$ cat config.mk
export PLATFORM = sky130hd
export DESIGN_NAME = sys_arr_feed_ctrl
export DESIGN_NICKNAME = d
export VERILOG_FILES = /design/src/rtl/dsp_sys_arr_pkg.sv /design/src/rtl/sys_arr_feed_ctrl_skew_mask_gen.sv /design/src/rtl/sys_arr_feed_ctrl.sv
export SDC_FILE = /design/constraint.sdc
export NUM_CORES = 1
export LEC_CHECK = 0
export BUFFER_PORTS_ARGS = -buffer_cell sky130_fd_sc_hd__buf_2
export CORE_MARGIN = 2
export CORE_UTILIZATION = 43
export CTS_CLUSTER_DIAMETER = 50
export DETAILED_ROUTE_END_ITERATION = 10
export GPL_ROUTABILITY_DRIVEN = 1
export PLACE_DENSITY = 0.64
export SLEW_MARGIN = 20
export SYNTH_ARGS = -nofsm -noshare
export SYNTH_HDL_FRONTEND = slang
export SYNTH_SLANG_ARGS = --single-unit
$ cat constraint.sdc
create_clock -name clk -period 5.8 [get_ports clk]
set_clock_uncertainty 0.1 [all_clocks]
set_input_delay 1.16 -clock clk [delete_from_list [all_inputs] [get_ports clk]]
set_output_delay 1.16 -clock clk [all_outputs]
set_load 0.1 [all_outputs]
$ cat src/rtl/dsp_sys_arr_pkg.sv
// Shared types and width helpers for the systolic-array feed logic.
//   feed_state_t : controller state encoding (IDLE / FEED / FLUSH_W / DONE)
//   t_width()    : width of the skew step counter for a given N and KMAX
package dsp_sys_arr_pkg;

  typedef enum logic [1:0] {
    IDLE    = 2'd0,
    FEED    = 2'd1,
    FLUSH_W = 2'd2,
    DONE    = 2'd3
  } feed_state_t;

  // The step counter must reach N-1+KMAX-1, so N+KMAX plus one bit of headroom.
  function automatic int t_width(input int n, input int kmax);
    return $clog2(n + kmax) + 1;
  endfunction

  localparam int N_DEF    = 4;
  localparam int KMAX_DEF = 16;
  localparam int T_W_DEF  = t_width(N_DEF, KMAX_DEF);

endpackage

$ cat src/rtl/sys_arr_feed_ctrl_skew_mask_gen.sv
// skew_mask_gen: diagonal schedule window.
//   t     : current skew step
//   k_reg : elements per row in this tile
//   sched : bit r set when r <= t < r + k_reg
module skew_mask_gen #(
  parameter int N   = 4,
  parameter int T_W = 6,
  parameter int K_W = 5
) (
  input  logic [T_W-1:0] t,
  input  logic [K_W-1:0] k_reg,
  output logic [N-1:0]   sched
);

  // One extra bit so r + k_reg cannot wrap in the upper-bound compare.
  localparam int XW = T_W + 1;

  logic [XW-1:0] t_x_s;
  logic [XW-1:0] k_x_s;

  assign t_x_s = {1'b0, t};
  assign k_x_s = XW'(k_reg);

  // Per-row window compare, unsigned.
  always_comb begin
    sched = {N{1'b0}};
    for (int r = 0; r < N; r++) begin
      if ((t_x_s >= XW'(r)) && (t_x_s < (XW'(r) + k_x_s))) begin
        sched[r] = 1'b1;
      end else begin
        sched[r] = 1'b0;
      end
    end
  end

endmodule

$ cat src/rtl/sys_arr_feed_ctrl.sv
// sys_arr_feed_ctrl: skew scheduler feeding an N-row systolic array from N
// row FIFOs. Row r starts popping r cycles after row 0; any scheduled row
// whose FIFO is empty stalls every row so the diagonal skew is kept. After
// the last pop it waits FLUSH cycles for the array to drain, then pulses done.
//   clk, rst   : clock, synchronous active-high reset
//   start      : one-cycle tile request (ignored while busy)
//   k_len      : elements per row, sampled on an accepted start (saturated to KMAX)
//   fifo_empty : per-row FIFO empty flags
//   fifo_pop   : per-row pop, combinational from state and step counter
//   row_en     : fifo_pop delayed one cycle
//   stall      : FEED blocked by an empty scheduled row
//   busy       : not IDLE
//   done       : one-cycle completion pulse
module sys_arr_feed_ctrl
  import dsp_sys_arr_pkg::*;
#(
  parameter int N     = 4,
  parameter int KMAX  = 16,
  parameter int FLUSH = 8
) (
  input  logic                      clk,
  input  logic                      rst,
  input  logic                      start,
  input  logic [$clog2(KMAX):0]     k_len,
  input  logic [N-1:0]              fifo_empty,
  output logic [N-1:0]              fifo_pop,
  output logic [N-1:0]              row_en,
  output logic                      stall,
  output logic                      busy,
  output logic                      done
);

  localparam int K_W = $clog2(KMAX) + 1;
  localparam int T_W = t_width(N, KMAX);
  localparam int F_W = $clog2(FLUSH) + 1;
  localparam int XW  = T_W + 1;

  feed_state_t    state_r, state_nxt_s;
  logic [T_W-1:0] t_r, t_nxt_s;
  logic [K_W-1:0] k_r, k_nxt_s;
  logic [F_W-1:0] fc_r, fc_nxt_s;
  logic [N-1:0]   row_en_r;
  logic [N-1:0]   sched_s;
  logic [K_W-1:0] k_sat_s;
  logic           blk_s;
  logic           last_s;

  skew_mask_gen #(
    .N   (N),
    .T_W (T_W),
    .K_W (K_W)
  ) u_skew_mask_gen (
    .t     (t_r),
    .k_reg (k_r),
    .sched (sched_s)
  );

  assign k_sat_s = (k_len > K_W'(KMAX)) ? K_W'(KMAX) : k_len;
  assign blk_s   = |(sched_s & fifo_empty);
  // Last pop step is t = N-1+k-1, written as t+2 == N+k to stay unsigned.
  assign last_s  = (({1'b0, t_r} + XW'(2)) == (XW'(N) + XW'(k_r)));

  assign row_en = row_en_r;
  assign busy   = (state_r != IDLE);
  assign done   = (state_r == DONE);

  // Next-state, counter and pop/stall decode.
  always_comb begin
    state_nxt_s = state_r;
    t_nxt_s     = t_r;
    k_nxt_s     = k_r;
    fc_nxt_s    = fc_r;
    fifo_pop    = {N{1'b0}};
    stall       = 1'b0;
    case (state_r)
      IDLE: begin
        if (start) begin
          if (k_sat_s == K_W'(0)) begin
            state_nxt_s = DONE;
          end else begin
            state_nxt_s = FEED;
            k_nxt_s     = k_sat_s;
            t_nxt_s     = {T_W{1'b0}};
          end
        end else begin
          state_nxt_s = IDLE;
        end
      end
      FEED: begin
        if (blk_s) begin
          // All-or-nothing: no row advances, so the skew stays intact.
          stall = 1'b1;
        end else begin
          fifo_pop = sched_s;
          if (last_s) begin
            state_nxt_s = FLUSH_W;
            fc_nxt_s    = {F_W{1'b0}};
          end else begin
            t_nxt_s = t_r + T_W'(1);
          end
        end
      end
      FLUSH_W: begin
        if (fc_r == F_W'(FLUSH - 1)) begin
          state_nxt_s = DONE;
        end else begin
          fc_nxt_s = fc_r + F_W'(1);
        end
      end
      DONE: begin
        state_nxt_s = IDLE;
      end
      default: begin
        state_nxt_s = IDLE;
      end
    endcase
  end

  // State, counters and row_en pipeline register.
  always_ff @(posedge clk) begin
    if (rst) begin
      state_r  <= IDLE;
      t_r      <= {T_W{1'b0}};
      k_r      <= {K_W{1'b0}};
      fc_r     <= {F_W{1'b0}};
      row_en_r <= {N{1'b0}};
    end else begin
      state_r  <= state_nxt_s;
      t_r      <= t_nxt_s;
      k_r      <= k_nxt_s;
      fc_r     <= fc_nxt_s;
      row_en_r <= fifo_pop;
    end
  end

endmodule

==> impl_summary.md <==
Logic synthesis
The sequential fraction of the synthesis area is 20.4%. ha_1 takes more of the synthesized area than any other cell. The mapped netlist covers 2060 um^2. Synthesis produced a netlist with a net count of 300. The dominant synthesized flop cell is dfxtp_1. Among all cell types in the netlist, the one instantiated most often is ha_1. The commonest cells after synthesis are ha_1 (37), nand2_1 (23), dfxtp_1 (21), nor2_1 (19), nand3_1 (16). After synthesis, the share of flip-flops with an asynchronous set or reset is 0%. Synthesis produced 251 cells.

The area share of the leading cell type in the synthesized netlist is 22.5%. By area the synthesized netlist is led by ha_1 (22%), dfxtp_1 (20%), xnor2_1 (4.3%). The synthesized area divided by synthesized cell count is 8.21 um^2. The number of different library cells used by synthesis comes to 48. The Yosys step of the flow raised 0 warnings. Synthesis inferred 21 register bits. The number of synthesized flops with an enable pin is 0.

CTS
The quantity of hold-fixing buffers added after cts is 0. In this run the clock root is driven by a clkbuf_8. The number of sinks handled by clock tree synthesis is 21.

No sink is reached through more buffers than the 2 on the longest clock path. The H-tree depth reported by CTS is 1. The post-CTS repair timing setup buffer count is 0. The clock-pin transition on the worst setup and hold timing paths is 80 ps. The clock insertion delay at the later pin of the skew report is 260 ps. The clock tree from TritonCTS is yes. The post-CTS resize count is 0. Buffers inserted during clock tree synthesis total 3.

Worst setup path
The origin of the critical flop-to-flop path is k_r[2]. The end of the worst register-to-register path is t_r[5]. The largest single stage delay on the critical path is 570 ps. The worst setup path is captured at a primary output. The highest net fanout along the worst path is 9. Counting both buffers and inverters, the worst setup path holds a total of 1. The cell with the largest stage delay on the worst path is dfxtp_1. The critical path is of the reg2out type. Counting buffers and inverters, the worst setup path is 11 cells deep. The startpoint class of the critical path is a flop. At the worst endpoint, the arrival time is 3400 ps.

The cell class contributing the biggest share of worst-path delay is simple AND/OR/NAND/NOR gates. The critical path required time is 4540 ps. Walking the worst path, the cells encountered are ha_1 > nor2b_1 > xnor2_1 > ha_1 > a21oi_1 > nor2b_1 > or4_1 > o2111a_1 > nand2_1 > nor2_1 > buf_2. Setup slack on the worst reg-to-reg path comes out at 2180 ps. The number of cells on the worst reg-to-reg path is 10.

Route
Dividing the detail-routed wire length by the instance count gives 14.3 um. The number of detailed-routing iterations run before antenna repair is 4. The ratio of routed vias to standard cells is 5.64.

In this run, the number of DRC markers left after iteration 0 of detailed routing was 77. The remaining number of nets flagged by the antenna check after routing is 0. For this block, the via count after detailed routing is 1806. In the routed design, unresolved DRC markers number 0. For this block, the routed nets add up to 4.56 mm of wire.

Power and ir drop
In this run the power density over the cells is 167 nW/um^2. Summed over all cells, the static leakage comes to 0.981 nW. The total power of the final layout is 0.372 mW. The part of the total power dissipated in sequential elements is 41.8%.

The worst IR drop on VDD is 0.000136 V. The clock network burns 26.6% of the power. The internal power is 0.237 mW. Net switching is 36.3% of the power.

The fraction of power consumed by combinational cells is 31.6%. The net switching power of the design is 0.135 mW.

STA
The final sum of negative setup slack is 0 ps. The final critical path takes up 80.4% of the cycle. Derived from the worst setup path, the maximum achievable clock frequency is 214 MHz. The relative slew slack is 39.8%. Setup repair after global routing left no endpoint under its margin.

The total of endpoints with negative setup slack in the final report is 0. The worst-margin pin slew is 903 ps. The worst path in the final design needs a cycle of 4660 ps, including I/O delays and setup. The final number of hold-violating endpoints is 0. The max-slew violation total from the final report is 0.

Floorplan
The number of I/O pins is 23. The die is 73.2 um tall. The die outline width is 73.2 um. The region available for standard cell placement spans 4660 um^2.

The die area is 5360 um^2. The initial core utilization is 44.2%. The floorplan has 25 rows.

Place
The congestion estimate from routability-driven global placement came to 0.844. The count of placed standard cells including taps is 316. Input and output buffers added on the ports amount to 22. After legalization and detailed placement, the total HPWL measured 3.41 mm.

Worst hold path
The hold-critical path endpoint is fc_r[1]. The cell depth of the worst min-delay path is 2. The launch instance of the worst min-delay path is fc_r[1]. The min-delay analysis places its worst path in the category reg2reg.

Global route
The largest net degree at the start of global routing is 29. The number of global-route vias before repair is 1590. For this run the aggregate overflow at the end of global routing stands at 0. The combined global-route utilization of all metal layers is 18.1%. The number of antenna violations at the first check in global routing is 0. The wire length of the first global-routing pass is 7.64 mm.

Finish
Fill cells in the final layout number 463. The fraction of layout cells with a size suffix above 1 is 12.0%. The synthesis-to-layout area growth is 8.38%. The number of antenna diodes in the final layout is 0. In the final layout, the multi-input gates occupy 1530 um^2. The final cell utilization of the core is 47.9%. After the flow finishes, the layout carries non-filler instances totaling 320. The net count of the finished layout is 316. The sequential cells in the finished layout cover a total of 420 um^2.

Job
The count of max-cap constraint violations is 0.

Outcome
The run finished with clean final reports.
## per-stage QoR
step | setup slack (ps) | hold WS [ps] | cell area, um^2
6_report | 1140 | 407 | 2230
5_1_grt | 891 | 428 | 2230
4_1_cts | 1120 | 410 | 2230
3_5_place_dp | 1420 | 396 | 2190
3_3_place_gp | 1420 | 385 | 2190
2_1_floorplan | 1060 | 360 | 2060
## cell families after synthesis
group / synth area share, %
compound gates: 16.5
xor+xnor: 7.29
fa+ha+maj: 22.5
buf+inv: 5.16
flops: 20.4
mux: 2.49
simple gates: 25.7
## flip-flops by register name, indices dropped and copies added, names as in the netlist
register and flops:
fc_r 4, k_r 5, row_en 4, state_r 2, t_r 6
## routing by layer
layer | share of wire, % | global-route usage [%] | up-vias
met3 | 5.3 | 3.04 | 7
met2 | 43 | 27.5 | 49
met4 | 1.3 | 4.32 | 0
met1 | 51 | 26.4 | 806
li1 | - | - | 944
met5 | 0 | 0 | -
## power groups by stage
stage / Sequential (mW) / Combinational (mW) / Clock [mW]
after floorplan: 0.158 / 0.0932 / 0
after global placement: 0.159 / 0.117 / 0
after detailed placement: 0.159 / 0.117 / 0
after CTS: 0.156 / 0.118 / 0.102
after global routing: 0.157 / 0.130 / 0.107
final: 0.156 / 0.117 / 0.0990
## how the worst max path moves through the flow
stage                 from          end  slack [ps]
detailed placement  k_r[3]  fifo_pop[3]        1420
finish              k_r[2]  fifo_pop[0]        1140
global placement    k_r[2]        stall        1420
floorplan           k_r[1]        stall        1060
global route        k_r[3]  fifo_pop[3]         890
CTS                 k_r[3]  fifo_pop[3]        1120
## layout by cell type (no fill, tap or decap), types with 2 or more instances in the layout
| cell | synthesis | final |
|---|---|---|
| nand2_1 | 23 | 23 |
| nor3b_1 | 3 | 3 |
| mux2i_1 | 4 | 4 |
| xnor3_1 | 2 | 2 |
| ha_1 | 37 | 37 |
| a21o_1 | 7 | 7 |
| o2111ai_1 | 2 | 2 |
| nand4_1 | 6 | 6 |
| inv_1 | 15 | 15 |
| o311ai_0 | 4 | 4 |
| buf_2 | 1 | 22 |
| xnor2_1 | 10 | 10 |
| a21oi_1 | 14 | 14 |
| nand3b_1 | 3 | 3 |
| nand2b_1 | 8 | 8 |
| or3b_2 | 2 | 2 |
| o22ai_1 | 2 | 2 |
| nand4b_1 | 2 | 2 |
| dfxtp_1 | 21 | 21 |
| xor2_1 | 2 | 2 |
| nor2b_1 | 3 | 3 |
| nor2_1 | 19 | 19 |
| nand3_1 | 16 | 16 |
| o21ai_0 | 3 | 3 |
| or4_1 | 2 | 2 |
| clkbuf_8 | 0 | 3 |
| a31oi_1 | 5 | 5 |
| nor3_1 | 6 | 6 |
## area by class of cell
cell class                 count  area share (%)
inverter                      15            2.52
timing repair buffer          22            4.93
clock buffer                   4            2.02
sequential                    21            18.8
tap                           54            3.03
multi-input combinational    204            68.7
## worst register-to-register path, cell delays in order, from the launching register on
cell       delay, ps
dfxtp_1          570
ha_1             300
nor2b_1          180
xnor2_1          140
ha_1             260
a21oi_1          140
nor2b_1           50
or4_1            540
o2111ai_1        760
o311ai_0         290
a31oi_1          210
(Power assumes the default switching activity.)
